**src/rtl/display_mode_scheduler_pkg.sv**
```systemverilog
`default_nettype none
// ============================================================================
//  Module      : display_pkg
//  Description : Shared types, segment constants and BCD decoder for the
//                display mode scheduler.
//  Revision    : 1.0 - initial release
// ============================================================================
package display_pkg;

    // Top-level scheduler state
    typedef enum logic [0:0] {
        ST_NORMAL = 1'b0,
        ST_ALARM  = 1'b1
    } state_e;

    // Segment encoding: bit0 = a .. bit6 = g, active high
    localparam logic [6:0] SEG_DASH  = 7'b1000000;
    localparam logic [6:0] SEG_BLANK = 7'b0000000;

    // Digit patterns, entry i holds the pattern for decimal digit i
    localparam logic [9:0][6:0] SEG_DIGITS = {
        7'b1101111,   // 9
        7'b1111111,   // 8
        7'b0000111,   // 7
        7'b1111101,   // 6
        7'b1101101,   // 5
        7'b1100110,   // 4
        7'b1001111,   // 3
        7'b1011011,   // 2
        7'b0000110,   // 1
        7'b0111111    // 0
    };

    // Non-decimal codes show a dash so corrupted data is visible on the board
    function automatic logic [6:0] bcd_to_seg7(input logic [3:0] bcd);
        logic [6:0] seg;
        if (bcd <= 4'd9) begin
            seg = SEG_DIGITS[bcd];
        end else begin
            seg = SEG_DASH;
        end
        return seg;
    endfunction

endpackage
`default_nettype wire

```
**src/rtl/display_mode_scheduler_if.sv**
```systemverilog
`default_nettype none
// ============================================================================
//  Module      : display_mode_scheduler_if
//  Description : Button, source-data and board-pin bundle of the display
//                mode scheduler.
//  Revision    : 1.0 - initial release
// ============================================================================
interface display_mode_scheduler_if;

    logic        mode_btn;
    logic        any_btn;
    logic [23:0] src0_bcd;
    logic [23:0] src1_bcd;
    logic [23:0] src2_bcd;
    logic [23:0] src3_bcd;
    logic        edit_en;
    logic [2:0]  edit_digit;
    logic        alarm_req;

    logic [6:0]  seg1;
    logic [6:0]  seg2;
    logic [6:0]  seg3;
    logic [6:0]  seg4;
    logic [6:0]  seg5;
    logic [6:0]  seg6;
    logic        led1;
    logic        led2;
    logic        led3;
    logic        led4;
    logic        led5;
    logic        led6;
    logic [1:0]  cur_mode;
    logic        alarm_active;

    // Side that owns the buttons and time-keeping sources
    modport master (
        output mode_btn, any_btn, src0_bcd, src1_bcd, src2_bcd, src3_bcd,
               edit_en, edit_digit, alarm_req,
        input  seg1, seg2, seg3, seg4, seg5, seg6,
               led1, led2, led3, led4, led5, led6,
               cur_mode, alarm_active
    );

    // Scheduler side
    modport slave (
        input  mode_btn, any_btn, src0_bcd, src1_bcd, src2_bcd, src3_bcd,
               edit_en, edit_digit, alarm_req,
        output seg1, seg2, seg3, seg4, seg5, seg6,
               led1, led2, led3, led4, led5, led6,
               cur_mode, alarm_active
    );

endinterface
`default_nettype wire

```
**src/rtl/display_mode_scheduler_btn_debounce.sv**
```systemverilog
`default_nettype none
// ============================================================================
//  Module      : btn_debounce
//  Description : Counter-based push-button debouncer with rising-edge pulse.
//  Revision    : 1.0 - initial release
// ============================================================================
module btn_debounce #(
    parameter int DEBOUNCE_CYC = 20
) (
    input  wire logic clk,
    input  wire logic reset,
    input  wire logic raw,
    output logic      level,
    output logic      pulse
);

    localparam int CNT_W = $clog2(DEBOUNCE_CYC + 1);
    localparam logic [CNT_W-1:0] CNT_LAST = CNT_W'(DEBOUNCE_CYC - 1);

    logic [CNT_W-1:0] cnt_q, cnt_d;
    logic             level_q, level_d;
    logic             pulse_q, pulse_d;

    // Count consecutive cycles that disagree with the accepted level
    always_comb begin
        cnt_d   = '0;
        level_d = level_q;
        pulse_d = 1'b0;
        if (raw != level_q) begin
            if (cnt_q == CNT_LAST) begin
                level_d = raw;
                pulse_d = raw;
            end else begin
                cnt_d = cnt_q + 1'b1;
            end
        end
    end

    // Debounce state register
    always_ff @(posedge clk) begin
        if (!reset) begin
            cnt_q   <= '0;
            level_q <= 1'b0;
            pulse_q <= 1'b0;
        end else begin
            cnt_q   <= cnt_d;
            level_q <= level_d;
            pulse_q <= pulse_d;
        end
    end

    assign level = level_q;
    assign pulse = pulse_q;

endmodule
`default_nettype wire

```
**src/rtl/display_mode_scheduler.sv**
```systemverilog
`default_nettype none
// ============================================================================
//  Module      : display_mode_scheduler
//  Description : Multiplexes up to four time-keeping sources onto six
//                7-segment digits and six LEDs, with alarm preemption and
//                edit-digit blinking. All pin outputs are registered.
//  Revision    : 1.0 - initial release
// ============================================================================
module display_mode_scheduler
    import display_pkg::*;
#(
    parameter int N_MODES        = 4,
    parameter int DEBOUNCE_CYC   = 20,
    parameter int BLINK_HALF_CYC = 500,
    parameter int ALARM_HOLD_CYC = 30000,
    parameter int ALARM_SRC      = 1
) (
    input wire logic                clk,
    input wire logic                reset,
    display_mode_scheduler_if.slave bus
);

    localparam int BLINK_W = $clog2(BLINK_HALF_CYC + 1);
    localparam int HOLD_W  = $clog2(ALARM_HOLD_CYC + 1);

    localparam logic [BLINK_W-1:0] BLINK_LAST = BLINK_W'(BLINK_HALF_CYC - 1);
    localparam logic [HOLD_W-1:0]  HOLD_LOAD  = HOLD_W'(ALARM_HOLD_CYC - 1);
    localparam logic [1:0]         LAST_MODE  = 2'(N_MODES - 1);
    localparam logic [1:0]         ALARM_IDX  = 2'(ALARM_SRC);

    // ------------------------------------------------------------------
    // Button conditioning
    // ------------------------------------------------------------------
    logic w_mode_level_unused;
    logic w_any_level_unused;
    logic w_mode_p;
    logic w_any_p;

    btn_debounce #(
        .DEBOUNCE_CYC (DEBOUNCE_CYC)
    ) u_mode_db (
        .clk   (clk),
        .reset (reset),
        .raw   (bus.mode_btn),
        .level (w_mode_level_unused),
        .pulse (w_mode_p)
    );

    btn_debounce #(
        .DEBOUNCE_CYC (DEBOUNCE_CYC)
    ) u_any_db (
        .clk   (clk),
        .reset (reset),
        .raw   (bus.any_btn),
        .level (w_any_level_unused),
        .pulse (w_any_p)
    );

    // ------------------------------------------------------------------
    // State
    // ------------------------------------------------------------------
    state_e              state_q, state_d;
    logic [1:0]          mode_q, mode_d;
    logic [HOLD_W-1:0]   hold_q, hold_d;
    logic                alarm_req_q;
    logic [BLINK_W-1:0]  blink_q;
    logic                phase_q;
    logic [6:0]          seg_q [6];
    logic [6:0]          seg_d [6];
    logic [5:0]          led_q, led_d;

    logic                w_alarm_edge;
    logic [23:0]         w_src [4];
    logic [23:0]         w_disp_src;
    logic                w_in_alarm;

    assign w_alarm_edge = bus.alarm_req & ~alarm_req_q;
    assign w_in_alarm   = (state_q == ST_ALARM);

    assign w_src[0] = bus.src0_bcd;
    assign w_src[1] = bus.src1_bcd;
    assign w_src[2] = bus.src2_bcd;
    assign w_src[3] = bus.src3_bcd;

    // Mode/alarm sequencing; an alarm edge wins over a same-cycle mode press
    always_comb begin
        state_d = state_q;
        mode_d  = mode_q;
        hold_d  = hold_q;
        case (state_q)
            ST_NORMAL: begin
                if (w_alarm_edge) begin
                    state_d = ST_ALARM;
                    hold_d  = HOLD_LOAD;
                end else if (w_mode_p && !bus.edit_en) begin
                    mode_d = (mode_q == LAST_MODE) ? 2'd0 : mode_q + 2'd1;
                end
            end
            ST_ALARM: begin
                // Any dismissal press only leaves the alarm; it never advances the mode
                if (w_mode_p || w_any_p || (hold_q == '0)) begin
                    state_d = ST_NORMAL;
                    hold_d  = '0;
                end else begin
                    hold_d = hold_q - 1'b1;
                end
            end
            default: begin
                state_d = ST_NORMAL;
            end
        endcase
    end

    // State, mode, hold counter and alarm edge-detect registers
    always_ff @(posedge clk) begin
        if (!reset) begin
            state_q     <= ST_NORMAL;
            mode_q      <= '0;
            hold_q      <= '0;
            alarm_req_q <= 1'b0;
        end else begin
            state_q     <= state_d;
            mode_q      <= mode_d;
            hold_q      <= hold_d;
            alarm_req_q <= bus.alarm_req;
        end
    end

    // Free-running blink timebase; phase 1 is the blank half
    always_ff @(posedge clk) begin
        if (!reset) begin
            blink_q <= '0;
            phase_q <= 1'b0;
        end else if (blink_q == BLINK_LAST) begin
            blink_q <= '0;
            phase_q <= ~phase_q;
        end else begin
            blink_q <= blink_q + 1'b1;
        end
    end

    // Select the visible source, decode digits and apply blanking
    always_comb begin
        w_disp_src = w_in_alarm ? w_src[ALARM_IDX] : w_src[mode_q];
        for (int k = 0; k < 6; k++) begin
            seg_d[k] = bcd_to_seg7(w_disp_src[4*(5-k) +: 4]);
            if (w_in_alarm && phase_q) begin
                seg_d[k] = SEG_BLANK;
            end
            if (!w_in_alarm && bus.edit_en && phase_q &&
                (bus.edit_digit == 3'(k))) begin
                seg_d[k] = SEG_BLANK;
            end
        end
        led_d = '0;
        for (int k = 0; k < 4; k++) begin
            led_d[k] = !w_in_alarm && (mode_q == 2'(k));
        end
        led_d[4] = bus.edit_en & ~w_in_alarm;
        led_d[5] = w_in_alarm & ~phase_q;
    end

    // Pin registers for segments and LEDs
    always_ff @(posedge clk) begin
        if (!reset) begin
            for (int k = 0; k < 6; k++) begin
                seg_q[k] <= SEG_BLANK;
            end
            led_q <= '0;
        end else begin
            for (int k = 0; k < 6; k++) begin
                seg_q[k] <= seg_d[k];
            end
            led_q <= led_d;
        end
    end

    assign bus.seg1 = seg_q[0];
    assign bus.seg2 = seg_q[1];
    assign bus.seg3 = seg_q[2];
    assign bus.seg4 = seg_q[3];
    assign bus.seg5 = seg_q[4];
    assign bus.seg6 = seg_q[5];

    assign bus.led1 = led_q[0];
    assign bus.led2 = led_q[1];
    assign bus.led3 = led_q[2];
    assign bus.led4 = led_q[3];
    assign bus.led5 = led_q[4];
    assign bus.led6 = led_q[5];

    assign bus.cur_mode     = mode_q;
    assign bus.alarm_active = w_in_alarm;

endmodule
`default_nettype wire

```
**src/flat_wrapper.sv**
```systemverilog
// flat-port wrapper written by rule: the top's interface ports become plain ports
module display_mode_scheduler_flat import display_pkg::*;
#(
    parameter int N_MODES        = 4,
    parameter int DEBOUNCE_CYC   = 20,
    parameter int BLINK_HALF_CYC = 500,
    parameter int ALARM_HOLD_CYC = 30000,
    parameter int ALARM_SRC      = 1
)
  (clk, reset, bus_mode_btn, bus_any_btn, bus_src0_bcd, bus_src1_bcd, bus_src2_bcd, bus_src3_bcd, bus_edit_en, bus_edit_digit, bus_alarm_req, bus_seg1, bus_seg2, bus_seg3, bus_seg4, bus_seg5, bus_seg6, bus_led1, bus_led2, bus_led3, bus_led4, bus_led5, bus_led6, bus_cur_mode, bus_alarm_active);
  display_mode_scheduler_if bus_i ();
  input wire logic clk;
  input wire logic reset;
  input wire logic [$bits(bus_i.mode_btn)-1:0] bus_mode_btn;
  input wire logic [$bits(bus_i.any_btn)-1:0] bus_any_btn;
  input wire logic [$bits(bus_i.src0_bcd)-1:0] bus_src0_bcd;
  input wire logic [$bits(bus_i.src1_bcd)-1:0] bus_src1_bcd;
  input wire logic [$bits(bus_i.src2_bcd)-1:0] bus_src2_bcd;
  input wire logic [$bits(bus_i.src3_bcd)-1:0] bus_src3_bcd;
  input wire logic [$bits(bus_i.edit_en)-1:0] bus_edit_en;
  input wire logic [$bits(bus_i.edit_digit)-1:0] bus_edit_digit;
  input wire logic [$bits(bus_i.alarm_req)-1:0] bus_alarm_req;
  output wire logic [$bits(bus_i.seg1)-1:0] bus_seg1;
  output wire logic [$bits(bus_i.seg2)-1:0] bus_seg2;
  output wire logic [$bits(bus_i.seg3)-1:0] bus_seg3;
  output wire logic [$bits(bus_i.seg4)-1:0] bus_seg4;
  output wire logic [$bits(bus_i.seg5)-1:0] bus_seg5;
  output wire logic [$bits(bus_i.seg6)-1:0] bus_seg6;
  output wire logic [$bits(bus_i.led1)-1:0] bus_led1;
  output wire logic [$bits(bus_i.led2)-1:0] bus_led2;
  output wire logic [$bits(bus_i.led3)-1:0] bus_led3;
  output wire logic [$bits(bus_i.led4)-1:0] bus_led4;
  output wire logic [$bits(bus_i.led5)-1:0] bus_led5;
  output wire logic [$bits(bus_i.led6)-1:0] bus_led6;
  output wire logic [$bits(bus_i.cur_mode)-1:0] bus_cur_mode;
  output wire logic [$bits(bus_i.alarm_active)-1:0] bus_alarm_active;
  assign bus_i.mode_btn = bus_mode_btn;
  assign bus_i.any_btn = bus_any_btn;
  assign bus_i.src0_bcd = bus_src0_bcd;
  assign bus_i.src1_bcd = bus_src1_bcd;
  assign bus_i.src2_bcd = bus_src2_bcd;
  assign bus_i.src3_bcd = bus_src3_bcd;
  assign bus_i.edit_en = bus_edit_en;
  assign bus_i.edit_digit = bus_edit_digit;
  assign bus_i.alarm_req = bus_alarm_req;
  assign bus_seg1 = bus_i.seg1;
  assign bus_seg2 = bus_i.seg2;
  assign bus_seg3 = bus_i.seg3;
  assign bus_seg4 = bus_i.seg4;
  assign bus_seg5 = bus_i.seg5;
  assign bus_seg6 = bus_i.seg6;
  assign bus_led1 = bus_i.led1;
  assign bus_led2 = bus_i.led2;
  assign bus_led3 = bus_i.led3;
  assign bus_led4 = bus_i.led4;
  assign bus_led5 = bus_i.led5;
  assign bus_led6 = bus_i.led6;
  assign bus_cur_mode = bus_i.cur_mode;
  assign bus_alarm_active = bus_i.alarm_active;
  display_mode_scheduler #(.N_MODES(N_MODES), .DEBOUNCE_CYC(DEBOUNCE_CYC), .BLINK_HALF_CYC(BLINK_HALF_CYC), .ALARM_HOLD_CYC(ALARM_HOLD_CYC), .ALARM_SRC(ALARM_SRC)) u_core (.clk(clk), .reset(reset), .bus(bus_i));
endmodule
```
**config.mk**
```make
export PLATFORM = sky130hd
export DESIGN_NAME = display_mode_scheduler_flat
export DESIGN_NICKNAME = d
export VERILOG_FILES = /design/src/rtl/display_mode_scheduler_pkg.sv /design/src/rtl/display_mode_scheduler_if.sv /design/src/rtl/display_mode_scheduler_btn_debounce.sv /design/src/rtl/display_mode_scheduler.sv /design/src/flat_wrapper.sv
export SDC_FILE = /design/constraint.sdc
export NUM_CORES = 1
export LEC_CHECK = 0
export CAP_MARGIN = 20
export CORE_MARGIN = 2
export CORE_UTILIZATION = 30
export CTS_BUF_LIST = sky130_fd_sc_hd__clkbuf_16
export CTS_CLUSTER_DIAMETER = 150
export DETAILED_ROUTE_END_ITERATION = 16
export PLACE_DENSITY_LB_ADDON = 0.05
export SETUP_SLACK_MARGIN = 0.1
export SKIP_LAST_GASP = 1
export SLEW_MARGIN = 5
export SYNTH_ARGS = -nofsm -noshare
export SYNTH_HDL_FRONTEND = slang
export SYNTH_HIERARCHICAL = 1
export SYNTH_SLANG_ARGS = --single-unit
export TNS_END_PERCENT = 100
```
**constraint.sdc**
```tcl
create_clock -name clk -period 6.05 [get_ports clk]
set_input_delay 0.9075 -clock clk [delete_from_list [all_inputs] [get_ports clk]]
set_output_delay 0.9075 -clock clk [all_outputs]
set_load 0.05 [all_outputs]
```
* Word level (Yosys, flattened, before mapping) *
Memories as Yosys holds them, arrays and structs flattened.
Index checks and enable logic that the tools add are counted.

operators by class
  $add $sub $neg = 5
  order comparisons = 13
  equality and inequality tests = 14
  mux-type cells = 43
  bitwise operators = 17
  reductions and logical operators = 29

operator list
  cell                   number
  $mux 7                 30
  $mux 24                3
  $bmux 24 s2            1
  $lt 4x5->1 const B     6
  $mux 15                2
  $pmux 15 s2            1
  $le 4x4->1 const B     6
  $logic_not 15->1       1
  $sub 15x1->15 const B  1
  $logic_and 1x1->1      14
  $add 5x1->5 const B    2
  $eq 5x5->1 const B     2
  $add 9x1->9 const B    1
  $eq 9x9->1 const B     1
  $reduce_and 3->1       3
  $not 1->1              7
  $eq 3x2->1 const B     2
  $eq 3x3->1 const B     2
  $or 1x1->1             6
  $reduce_or 3->1        2
  $eq 2x2->1 const B     2
  $mux 1                 4
  $reduce_and 2->1       2
  $and 1x1->1            3
  other kinds (14)       17

word-level totals
  bits in registers = 49
  memory bits (writable) = 42
  memory bits (read-only) = 672
  input bits = 105
  output and inout port bits = 51
  word-level logic and storage cells = 141
  memories kept = 7

memory list
  name             words  width  read ports  clocked after Yosys merged registers in  wr ports  line                              text
  (no name shown)  16     7      1           0                                        0         display_mode_scheduler_pkg.sv:38  seg = SEG_DIGITS[bcd];
  (no name shown)  16     7      1           0                                        0         display_mode_scheduler_pkg.sv:38
  (no name shown)  16     7      1           0                                        0         display_mode_scheduler_pkg.sv:38
  (no name shown)  16     7      1           0                                        0         display_mode_scheduler_pkg.sv:38
  (no name shown)  16     7      1           0                                        0         display_mode_scheduler_pkg.sv:38
  (no name shown)  16     7      1           0                                        0         display_mode_scheduler_pkg.sv:38
  +1 memories      -      -      -           -                                        -         -

* Logic depth before layout (Yosys ltp) *
  depth in word-level cells = 11
  depth in mapped cells = 13
  depth with buffers taken out = 10

* Modules after synthesis *
Netlist, hierarchy kept.

by module, submodules not included
  module                  instances  cells an instance  area an instance (sq um)  seq. area each (sq um)
  display_mode_scheduler  1          552                4787.1                    1541.5
  btn_debounce            2          30                 306.5                     140.1

* Worst setup path before layout *
No wires, ideal clock.

  path type = register -> register
  start point = register u_core.mode_q[0], in the netlist u_core/bus.cur_mode[0]
  end point = memory u_core.seg_q[3][2]
  library setup time = 0.146 ns
  data arrival time = 3.154 ns
  required time = 5.904 ns
  slack = 2.750 ns
  cell stages (with the launch flop) = 14
  buffers on the path = 3
  clock period less this slack = 3.300 ns
  cells stage by stage = dfxtp_1 -> buf_2 -> buf_6 -> buf_2 -> mux2i_1 -> nor2_1 -> a221oi_1 -> inv_1 -> ha_1 -> or2_2 -> o211ai_1 -> nor2_1 -> nor2_1 -> a311oi_1

RTL lines
  element                 line                           text
  start, declared         display_mode_scheduler.sv:63   logic [1:0] mode_q, mode_d;
  start signal, assigned  display_mode_scheduler.sv:123  mode_q <= mode_d;
  end, declared           display_mode_scheduler.sv:68   logic [6:0] seg_q [6];

==> impl_metrics.py <==
metrics = {
    "worst_setup_path": {
        "max_stage_delay_ps": 870,
        "path_buf_inv": 2,
        "crit_family": "compound AO/OA/AOI/OAI gates",
        "crit_fanout": 19,
        "crit_path_end_kind": "flip-flop",
        "worstPathArrival_ps": 3750,
        "timing.rr.start": "u_core/bus.cur_mode[1]",
        "crit_path_start": "u_core/bus.cur_mode[1]",
        "critPathSlowestCell": "dfxtp_1",
        "critPathKind": "reg2reg",
        "required_ps": 6240,
        "cp_cell_sequence": "inv_1 -> a221oi_1 -> inv_1 -> ha_1 -> or2_2 -> o211ai_1 -> nor2_1 -> nor2_1 -> nor4_1",
        "critPathLaunchType": "flip-flop",
    },
    "cts": {
        "post-cts-setup-buffers": 0,
        "clock_sink_count": 91,
        "cts.path.max_buffers": 2,
        "cts_root_buffer": "clkbuf_16",
        "path_clk_slew_ps": 70,
        "cts_tree": "done",
        "numCtsBuffers": 9,
        "insertion_delay_ps": 340,
        "htree_levels": 3,
        "cts_resized": 0,
        "postCtsHoldBufs": 0,
    },
    "run": {
        "drv_cap": 0,
    },
    "yosys": {
        "synth_cells": 612,
        "synth_edf_count": 0,
        "yosysSeqAreaShare": 0.3373,
        "synth_flop_cell": "dfxtp_1",
        "yosys_register_bits": 91,
        "syn_area_per_cell_um2": 8.824,
        "syn_nets": 762,
        "synthArstFlopShare": 0,
        "yosysWarnings": 6,
        "synth_cell_types": 69,
        "syn-cell-area_um2": 5400,
    },
    "min_path": {
        "hold_path_class": "reg2reg",
        "hold_start": "u_core/u_mode_db/cnt_q[0]",
    },
    "timing": {
        "setup_tns_ps": 0,
        "finalHoldViolCount": 0,
        "fin_ws_ps": 2491,
        "finalCritPeriodShare": 0.5883,
        "slew_violations": 0,
        "worstMarginPinSlew_ps": 1134,
        "finalSetupViolCount": 0,
        "max_freq_ghz": 0.2810,
        "min_period_ps": 3559,
        "maxSlewHeadroom": 0.2438,
        "rsz0062_at_grt": "false",
        "finClkSkew_ps": 5.735,
    },
    "finish": {
        "fin_cells": 996,
        "area_delta_synth_final_pct": 38.23,
        "antenna_cells": 0,
        "final_nets": 913,
        "design_area_um2": 7465,
        "drive_gt1_frac": 0.08083,
        "fillers": 1794,
        "post-route-util": 0.4184,
    },
    "detailed_routing": {
        "vias": 5098,
        "via_per_inst": 5.118,
        "drtAntennaViolNets": 0,
        "first_pass_iters": 7,
        "drt_iter0_markers": 210,
        "wirelength_mm": 16.29,
        "wl_per_cell_um": 16.35,
        "drc_errors": 0,
    },
    "pwr": {
        "irDropWorstVdd_mv": 0.1300,
        "p_per_area_nw_per_um2": 252.4,
        "leakage_nw": 2.908,
    },
    "placed_design": {
        "place_congestion": 0.7848,
        "dp_cells": 979,
        "dpl.hpwl_mm": 12.39,
        "io_buffers": 155,
        "place_area_um2": 7162,
        "post-place-ws_ps": 2415,
    },
    "grt": {
        "antenna_found_initial": 0,
        "grt_max_degree": 57,
        "overflow": 0,
        "grt_pass1_vias": 5034,
        "grt_pass1_wl_mm": 25.98,
        "grt_usage": 0.1678,
    },
    "outcome": {
        "status": "finished clean",
    },
    "floorplanning": {
        "die_x_um": 138.2,
        "fp-row-count": 49,
        "start_util": 0.3027,
        "core-area_um2": 17840,
        "die_area_um2": 19090,
        "io_pins": 156,
        "die_h_um": 138.2,
    },
}
-- layer usage --
layer | up-vias | routed length (um) | part of all wire | track usage
met5 | - | 0 | 0 | 0
met4 | 0 | 198 | 0.012 | 0.04619
met3 | 12 | 749 | 0.046 | 0.03568
met2 | 132 | 8034 | 0.49 | 0.2957
met1 | 2413 | 7305 | 0.45 | 0.2073
li1 | 2541 | - | - | -
-- cell type report --
| class | count | area, um2 | area share |
|---|---|---|---|
| clock inverters | 6 | 65.06 | 0.008716 |
| inverters | 32 | 120.1 | 0.01609 |
| repair buffers | 161 | 1594 | 0.2135 |
| clock buffers | 9 | 225.2 | 0.03017 |
| well taps | 229 | 286.5 | 0.03838 |
| multi-input cells | 468 | 3349 | 0.4487 |
| flip-flops and latches | 91 | 1824 | 0.2444 |
-- metrics by stage --
step	hold WS, ps	total power, W
6_report	449.5	0.001884
5_1_grt	475.4	0.001991
4_1_cts	447.3	0.001907
3_5_place_dp	437.2	0.001334
3_3_place_gp	427.6	0.001328
2_1_floorplan	413.0	0.001108
-- synth_stat cells, types with 3 or more instances --
cell,count,share of area
nand4_1,3,0.0035
nor4_1,11,0.013
inv_1,31,0.022
a221oi_1,4,0.0065
and3_1,16,0.019
o31ai_1,4,0.0056
or3_1,4,0.0046
a211oi_1,9,0.013
xnor2_1,10,0.016
or3b_1,5,0.0081
nand3_1,11,0.010
a211o_1,3,0.0049
or2_2,6,0.0070
o21bai_1,3,0.0042
a31oi_1,18,0.021
a21oi_1,32,0.030
nor3_1,10,0.0093
mux2i_1,25,0.046
a2111oi_2,3,0.0083
mux2_2,6,0.013
buf_2,12,0.011
clkbuf_1,5,0.0035
a211oi_2,3,0.0070
a22o_1,12,0.019
dfxtp_1,91,0.34
o21a_1,3,0.0042
or4_1,6,0.0083
a221oi_2,5,0.014
nand4b_1,3,0.0049
ha_1,45,0.10
o21ai_0,28,0.026
nand2b_1,7,0.0081
o21ai_1,5,0.0046
xor2_1,8,0.013
nor2b_1,9,0.010
nor2_1,68,0.047
nand2_1,36,0.025
a22oi_1,11,0.015
-- power by group --
part	internal (W)	switching, W	total, W
Combinational	0.000256	0.000375	0.000631
Sequential	0.000658	0.0000332	0.000692
Clock	0.000319	0.000243	0.000561
-- sequential cells by signal (all words and copies together), names as in the netlist, 2 cells and up --
register                flops
u_core/u_any_db/cnt_q       5
u_core/u_mode_db/cnt_q      5
u_core/hold_q              15
u_core/blink_q              9
u_core/seg_q               42
u_core/led_q                6
u_core/bus.cur_mode         2
-- layout by cell type, fill, tap and decap left out, drive strengths merged, types with 7 or more instances in the layout --
master           n
clkdlybuf4s50  155
dfxtp           91
nor2            70
ha              45
nand2           36
o21ai           35
a21oi           33
inv             32
mux2i           25
a31oi           18
and3            16
nand3           13
a22o            12
a211oi          12
nor4            11
a22oi           11
nor3            10
xnor2           10
clkbuf          10
nor2b            9
a221oi           9
xor2             8
nand2b           7
or4              7
or3b             7
-- path summary, 6_finish.rpt --
path	end	slack (ps)	cells past startpoint
worst max-delay path	u_core/seg_q[3][3]	2490	9
worst min-delay path	u_core/u_mode_db/cnt_q[0]	450	1
worst max register to register	u_core/seg_q[3][3]	2490	9
worst min register to register	u_core/u_mode_db/cnt_q[0]	450	1
-- kinds of logic (layout without fill, tap and decap cells) --
family                   count (synthesis)  after routing  share of synthesized area
AND/OR/NAND/NOR                        210            210                     0.2097
AO/OA/AOI/OAI                          164            164                     0.2183
flip-flops                              91             91                     0.3373
buffers and inverters                   53            208                    0.04240
adder cells (fa/ha/maj)                 45             45                     0.1043
multiplexers                            31             31                    0.05885
XOR/XNOR                                18             18                    0.02919
Note: power is estimated with default switching activity, not from simulation.
